--- config.mk ---
export PLATFORM = sky130hd
export DESIGN_NAME = gf180mcu_fd_sc_mcu9t5v0__deglitch_rx
export DESIGN_NICKNAME = d
export VERILOG_FILES = /design/src/rtl/gf180mcu_fd_sc_mcu9t5v0__deglitch_rx.sv
export SDC_FILE = /design/constraint.sdc
export NUM_CORES = 1
export LEC_CHECK = 0
export BUFFER_PORTS_ARGS = -buffer_cell sky130_fd_sc_hd__buf_4
export CAP_MARGIN = 5
export CORE_AREA = 5 5 42 44
export CTS_BUF_LIST = sky130_fd_sc_hd__clkbuf_4
export DETAILED_ROUTE_END_ITERATION = 12
export DIE_AREA = 0 0 47 49
export HOLD_SLACK_MARGIN = 0.06
export PLACE_DENSITY = 0.44
export SETUP_SLACK_MARGIN = 0.3
export SYNTH_ARGS = -nofsm -noshare
export SYNTH_HDL_FRONTEND = slang
export SYNTH_SLANG_ARGS = --single-unit
--- constraint.sdc ---
create_clock -name CLK -period 1.7 [get_ports CLK]
set_input_delay 0.34 -clock CLK [delete_from_list [all_inputs] [get_ports CLK]]
set_output_delay 0.34 -clock CLK [all_outputs]
set_load 0.01 [all_outputs]
--- src/rtl/gf180mcu_fd_sc_mcu9t5v0__deglitch_rx.sv ---
// Deglitching receiver: synchronizes I into CLK, qualifies each level change for FILT_CNT samples.
// Optional glitch counter (GCLR/GCNT ports) enabled by defining GF180MCU_DEGLITCH_RX_GCNT_EN.

module gf180mcu_fd_sc_mcu9t5v0__deglitch_rx_chk #(
    parameter int FILT_W   = 4,
    parameter int FILT_CNT = 8
) (
    input logic              clk,
    input logic              rst_n,
    input logic              zr,
    input logic              zf,
    input logic [FILT_W-1:0] cnt
);

    localparam logic [FILT_W-1:0] CNT_LIMIT = FILT_W'(FILT_CNT);

    a_pulse_excl: assert property (@(posedge clk) disable iff (!rst_n) !(zr && zf));
    a_cnt_bound:  assert property (@(posedge clk) disable iff (!rst_n) cnt < CNT_LIMIT);

endmodule

module gf180mcu_fd_sc_mcu9t5v0__deglitch_rx #(
    parameter int   SYNC_STAGES = 2,
    parameter int   FILT_W      = 4,
    parameter int   FILT_CNT    = 8,
    parameter logic INIT        = 1'b0,
    parameter int   GCNT_W      = 8
) (
    input  logic              CLK,
    input  logic              RN,
    input  logic              I,
    input  logic              EN,
`ifdef GF180MCU_DEGLITCH_RX_GCNT_EN
    input  logic              GCLR,
`endif
    output logic              Z,
    output logic              ZR,
    output logic              ZF
`ifdef GF180MCU_DEGLITCH_RX_GCNT_EN
    ,
    output logic [GCNT_W-1:0] GCNT
`endif
);

    typedef enum logic {
        ST_STABLE = 1'b0,
        ST_QUAL   = 1'b1
    } state_t;

    localparam logic [FILT_W-1:0] CNT_LAST = FILT_W'(FILT_CNT - 1);
    localparam logic [FILT_W-1:0] CNT_ONE  = FILT_W'(1);
    localparam logic [FILT_W-1:0] CNT_ZERO = FILT_W'(0);

    logic [SYNC_STAGES-1:0] sync_r;
    logic                   samp_s;
    state_t                 state_r;
    logic [FILT_W-1:0]      cnt_r;
    logic                   z_r;
    logic                   zr_r;
    logic                   zf_r;

    // Synchronizer chain; runs regardless of EN
    always_ff @(posedge CLK or negedge RN) begin
        if (!RN) begin
            sync_r <= {SYNC_STAGES{INIT}};
        end else begin
            sync_r <= {sync_r[SYNC_STAGES-2:0], I};
        end
    end

    assign samp_s = sync_r[SYNC_STAGES-1];

    // Qualification FSM with registered level and edge pulses
    always_ff @(posedge CLK or negedge RN) begin
        if (!RN) begin
            state_r <= ST_STABLE;
            cnt_r   <= CNT_ZERO;
            z_r     <= INIT;
            zr_r    <= 1'b0;
            zf_r    <= 1'b0;
        end else begin
            zr_r <= 1'b0;
            zf_r <= 1'b0;
            if (!EN) begin
                state_r <= ST_STABLE;
                cnt_r   <= CNT_ZERO;
            end else begin
                case (state_r)
                    ST_STABLE: begin
                        if (samp_s != z_r) begin
                            // a single-sample filter commits without entering QUAL
                            if (FILT_CNT == 1) begin
                                z_r  <= samp_s;
                                zr_r <= samp_s;
                                zf_r <= ~samp_s;
                            end else begin
                                cnt_r   <= CNT_ONE;
                                state_r <= ST_QUAL;
                            end
                        end else begin
                            cnt_r <= CNT_ZERO;
                        end
                    end
                    ST_QUAL: begin
                        if (samp_s == z_r) begin
                            cnt_r   <= CNT_ZERO;
                            state_r <= ST_STABLE;
                        end else if (cnt_r == CNT_LAST) begin
                            z_r     <= samp_s;
                            zr_r    <= samp_s;
                            zf_r    <= ~samp_s;
                            cnt_r   <= CNT_ZERO;
                            state_r <= ST_STABLE;
                        end else begin
                            cnt_r <= cnt_r + CNT_ONE;
                        end
                    end
                    default: begin
                        cnt_r   <= CNT_ZERO;
                        state_r <= ST_STABLE;
                    end
                endcase
            end
        end
    end

    assign Z  = z_r;
    assign ZR = zr_r;
    assign ZF = zf_r;

`ifdef GF180MCU_DEGLITCH_RX_GCNT_EN
    logic              reject_s;
    logic [GCNT_W-1:0] gcnt_r;

    // A glitch is a qualification abandoned because the sample fell back to Z
    always_comb begin
        reject_s = 1'b0;
        if (EN && (state_r == ST_QUAL) && (samp_s == z_r)) begin
            reject_s = 1'b1;
        end else begin
            reject_s = 1'b0;
        end
    end

    // Saturating glitch counter; clear wins over a same-cycle increment
    always_ff @(posedge CLK or negedge RN) begin
        if (!RN) begin
            gcnt_r <= {GCNT_W{1'b0}};
        end else if (GCLR) begin
            gcnt_r <= {GCNT_W{1'b0}};
        end else if (reject_s && (gcnt_r != {GCNT_W{1'b1}})) begin
            gcnt_r <= gcnt_r + GCNT_W'(1);
        end
    end

    assign GCNT = gcnt_r;
`endif

    gf180mcu_fd_sc_mcu9t5v0__deglitch_rx_chk #(
        .FILT_W   (FILT_W),
        .FILT_CNT (FILT_CNT)
    ) u_chk (
        .clk   (CLK),
        .rst_n (RN),
        .zr    (zr_r),
        .zf    (zf_r),
        .cnt   (cnt_r)
    );

endmodule

# --- After elaboration in Yosys (flattened, before gate mapping) ---
# Index checks and enable logic that the tools add are counted.
totals:
  regBits: 10
  latch_bits: 0
  mem_bits_rw: 0
  rom_bits: 0
  out_inout_bits: 3
  memories: 0
classes:
  n_addsub: 1
  multipliers: 0
  n_div: 0
  order_cmp: 0
  n_eq_ne: 3
  shift: 0
  mux: 18
  bitwise_logic: 3
  n_reduce_logical: 1
ops:
  columns: ["operator", "n"]
  rows:
  - ["1-bit 2-to-1 mux", 13]
  - ["4-bit 2-to-1 mux", 3]
  - ["4-bit one-hot mux with 2 select lines", 1]
  - ["4-bit by 1-bit adder with 4-bit output (second input constant)", 1]
  - ["4-bit by 3-bit equality test with 1-bit output (second input constant)", 1]
  - ["4-bit AND reduction", 1]
  - ["1-bit inverter", 3]
  - ["1-bit one-hot mux with 2 select lines", 1]
  - ["1-bit equality test", 1]
  - ["1-bit != test", 1]

# --- Depth between registers and ports, before layout ---
logic_depth:
  word_depth: 5
  mapped_depth: 4
  depth_no_buf: 4

# --- Worst setup path before layout ---
# No wires, ideal clock.
synth_timing:
  path_kind: "register to register"
  from: "reg cnt_r[0]"
  to: "reg z_r (netlist: Z)"
  setup_ns: 0.128
  arrival_time_ns: 1.220
  slack_ns: 0.353
  path_stages_with_launch: 5
  synth_period_minus_slack_ns: 1.347
  cell_sequence: "dfrtp_1 > ha_1 > and3b_1 > nand4_2 > mux2_1"
synth_via:
  elab_chain_cells: 2
synth_lines:
  columns: ["item", "line_no", "rtl"]
  rows:
  - ["from (decl)", "57", "logic [FILT_W-1:0] cnt_r;"]
  - ["from (signal assigned)", "115", "cnt_r <= cnt_r + CNT_ONE;"]
  - ["4-bit by 3-bit equality test with 1-bit output", "108", "end else if (cnt_r == CNT_LAST) begin"]
  - ["4-bit AND reduction (no line)", null, null]
  - ["to (signal assigned)", "93", "z_r <= samp_s;"]
  - ["to (signal assigned)", "109", "z_r <= samp_s;"]
  - ["to (decl)", "58", "logic z_r;"]
# Every way passes these cells.
# A chain may end at the register's enable or synchronous reset.

# --- Final worst setup path ---
layout_timing:
  from: "reg cnt_r[1]"
  to: "reg z_r (netlist: Z)"
# Same word-level chain as after synthesis.

==> metrics.yaml <==
status: "completed"
clk_pin_slew_ns: 0.06
dp_cells: 52
timing.setup.tns_ns: 0
synth_top_flop_cell: "dfrtp_1"
fin_nets: 50
first_iter_violations: 1
rsz0062_at_grt: "false"
root_buffer: "clkbuf_4"
critPathRequiredTime_ns: 1.85
area_growth_pct: 36.2
yosys.cell_count.top_type: "dfrtp_1"
nFillCells: 149
synth_commonest_cells: "10 x dfrtp_1, 5 x nor2_1, 2 x inv_1, 2 x nand3_1"
startpoint_type: "flop"
hold_violations: 0
dieHeight_um: 49
place_congestion: 0.611
synthesis.area_sq_um: 387
post_route_cells_drive_above_1_share: 0.386
ys_seq_area_frac: 0.647
rows: 14
drv_cap: 0
grt_max_degree: 11
placeableCoreArea_sq_um: 1400
slew_violations: 0
fin_crit_sh: 0.785
initial_core_util: 0.276
cts_tree: "built"
syn_inst: 30
n_antenna_cell: 0
yosys.area.top_type_share: 0.647
grt_pass1_wl_um: 1270
clk_latency_ns: 0.27
final_cells: 60
wl_per_cell_um: 12.3
dieWidth_um: 47
ant_nets: 0
synth-edff-count: 0
timing.hold.ws_ns: 0.178
end_kind: "flop"
peakVddDrop_uv: 348
cts.path.max_buffers: 2
via_count: 255
powerDensity_nw_per_um2: 830
finalPower_uw: 437
power.leakage_uw: 0.000261
slew_headroom: 0.849
antenna_found_initial: 0
critPathMaxFanout: 3
drc_errors: 0
worstHoldPathCells: 1
crit_arrival_ns: 1.49
async_flop_share: 1.00
fp.dieArea_sq_um: 2300
grt_pass1_vias: 295
yosysWarnings: 0
portBuffers: 6
ys_seq_elements: 10
min_period_ns: 1.33
drt-total-wl_um: 739
syn_area_per_cell_sq_um: 12.9
synth_area_leaders: "dfrtp_1 65%, nor2_1 4.9%, xor2_2 4.2%, ha_1 3.2%, nand4_2 3.2%"
cts_sinks: 10
via_per_inst: 4.25
syn_nets: 35
r2r_cells: 4
tightest_slew_ns: 0.226
h-tree-depth: 1
post-dp-hpwl_um: 491
final_util: 0.376
pin_count: 7
holdCritPathClass: "in -> reg"
numCtsBuffers: 3
grt-ovfl-total: 0
grtUsageTotal: 0.0841
setup_viol: 0
synth_largest_area_cell: "dfrtp_1"
skew_ns: 0.00123
synthDistinctLibCells: 15
first_pass_iters: 2
crit_type: "reg -> reg"
fmaxAchievable_mhz: 750
==> worst max-delay path, stage by stage (launching register included) <==
cell and delay (ns):
dfrtp_1 0.38, ha_2 0.19, and3b_2 0.23, nand4_4 0.12, mux2_4 0.31
==> flip-flops by register name, summed over array words and instances, names as in the netlist <==
name	cells
cnt_r	4
ZF	1
Z	1
ZR	1
state_r	1
sync_r	2
==> kinds of logic after synthesis <==
family | synth area share
xor+xnor | 0.0874
flops | 0.647
buf+inv | 0.0194
simple gates | 0.152
fa+ha+maj | 0.0324
compound gates | 0.0324
mux | 0.0291
==> final cells by class <==
class / instances / area [sq um] / share of cell area
flip-flops and latches: 10 / 250 / 0.475
multi-input cells: 18 / 145 / 0.276
repair buffers: 10 / 77.6 / 0.147
clock buffers: 3 / 22.5 / 0.0428
well taps: 16 / 20.0 / 0.0380
inverters: 2 / 7.51 / 0.0143
clock inverters: 1 / 3.75 / 0.00713
==> per-stage QoR <==
stage          area (sq um)  worst slack [ns]
2_1_floorplan           387             0.353
3_3_place_gp            452             0.284
3_5_place_dp            452             0.241
4_1_cts                 519             0.329
5_1_grt                 527             0.317
6_report                527             0.366
==> path summary, 6_finish.rpt <==
check / startpoint / to / slack, ns
setup / recovery: cnt_r[1]$_DFF_PN0_ / Z$_DFFE_PN0P_ / 0.37
hold / removal: I / sync_r[0]$_DFF_PN0_ / 0.18
setup reg to reg: cnt_r[1]$_DFF_PN0_ / Z$_DFFE_PN0P_ / 0.37
hold reg to reg: sync_r[0]$_DFF_PN0_ / sync_r[1]$_DFF_PN0_ / 0.35
max in group asynchronous: RN / cnt_r[3]$_DFF_PN0_ / 1.13
min in group asynchronous: RN / state_r$_DFF_PN0_ / 0.43
==> report_power, final <==
group / internal [uW] / total [uW] / switching [uW]
sequential: 243 / 248 / 4.97
combinational: 11.1 / 22.5 / 11.4
clock: 84.9 / 167 / 81.6
total: 339 / 437 / 98.0
==> routing by layer <==
layer  track usage  share of wire
met1        0.0753           0.34
met2         0.129           0.54
met3        0.0369          0.077
met4        0.0829          0.043
met5             0              0
==> timing repair <==
action	4_1_cts	5_1_grt
endpoints found under the setup margin	1	1
pin swaps	1	1
hold endpoints to repair	10	0
buffers inserted	2	1
hold buffers	1	0
resized for setup	4	0
cloned	0	0
==> layout by cell type (no fill, tap or decap), drive strengths merged <==
cell type | synthesis | final
clkinv | 0 | 1
dfrtp | 10 | 10
a21oi | 1 | 1
nand4 | 1 | 1
mux2 | 1 | 1
xnor2 | 1 | 1
nand3 | 2 | 2
nor2 | 5 | 5
xor2 | 2 | 2
nor3 | 1 | 1
dlygate4sd3 | 0 | 1
inv | 2 | 2
clkbuf | 0 | 3
and3b | 1 | 1
buf | 0 | 9
nand2 | 1 | 1
ha | 1 | 1
o21a | 1 | 1
Note: power is estimated with default switching activity, not from simulation.
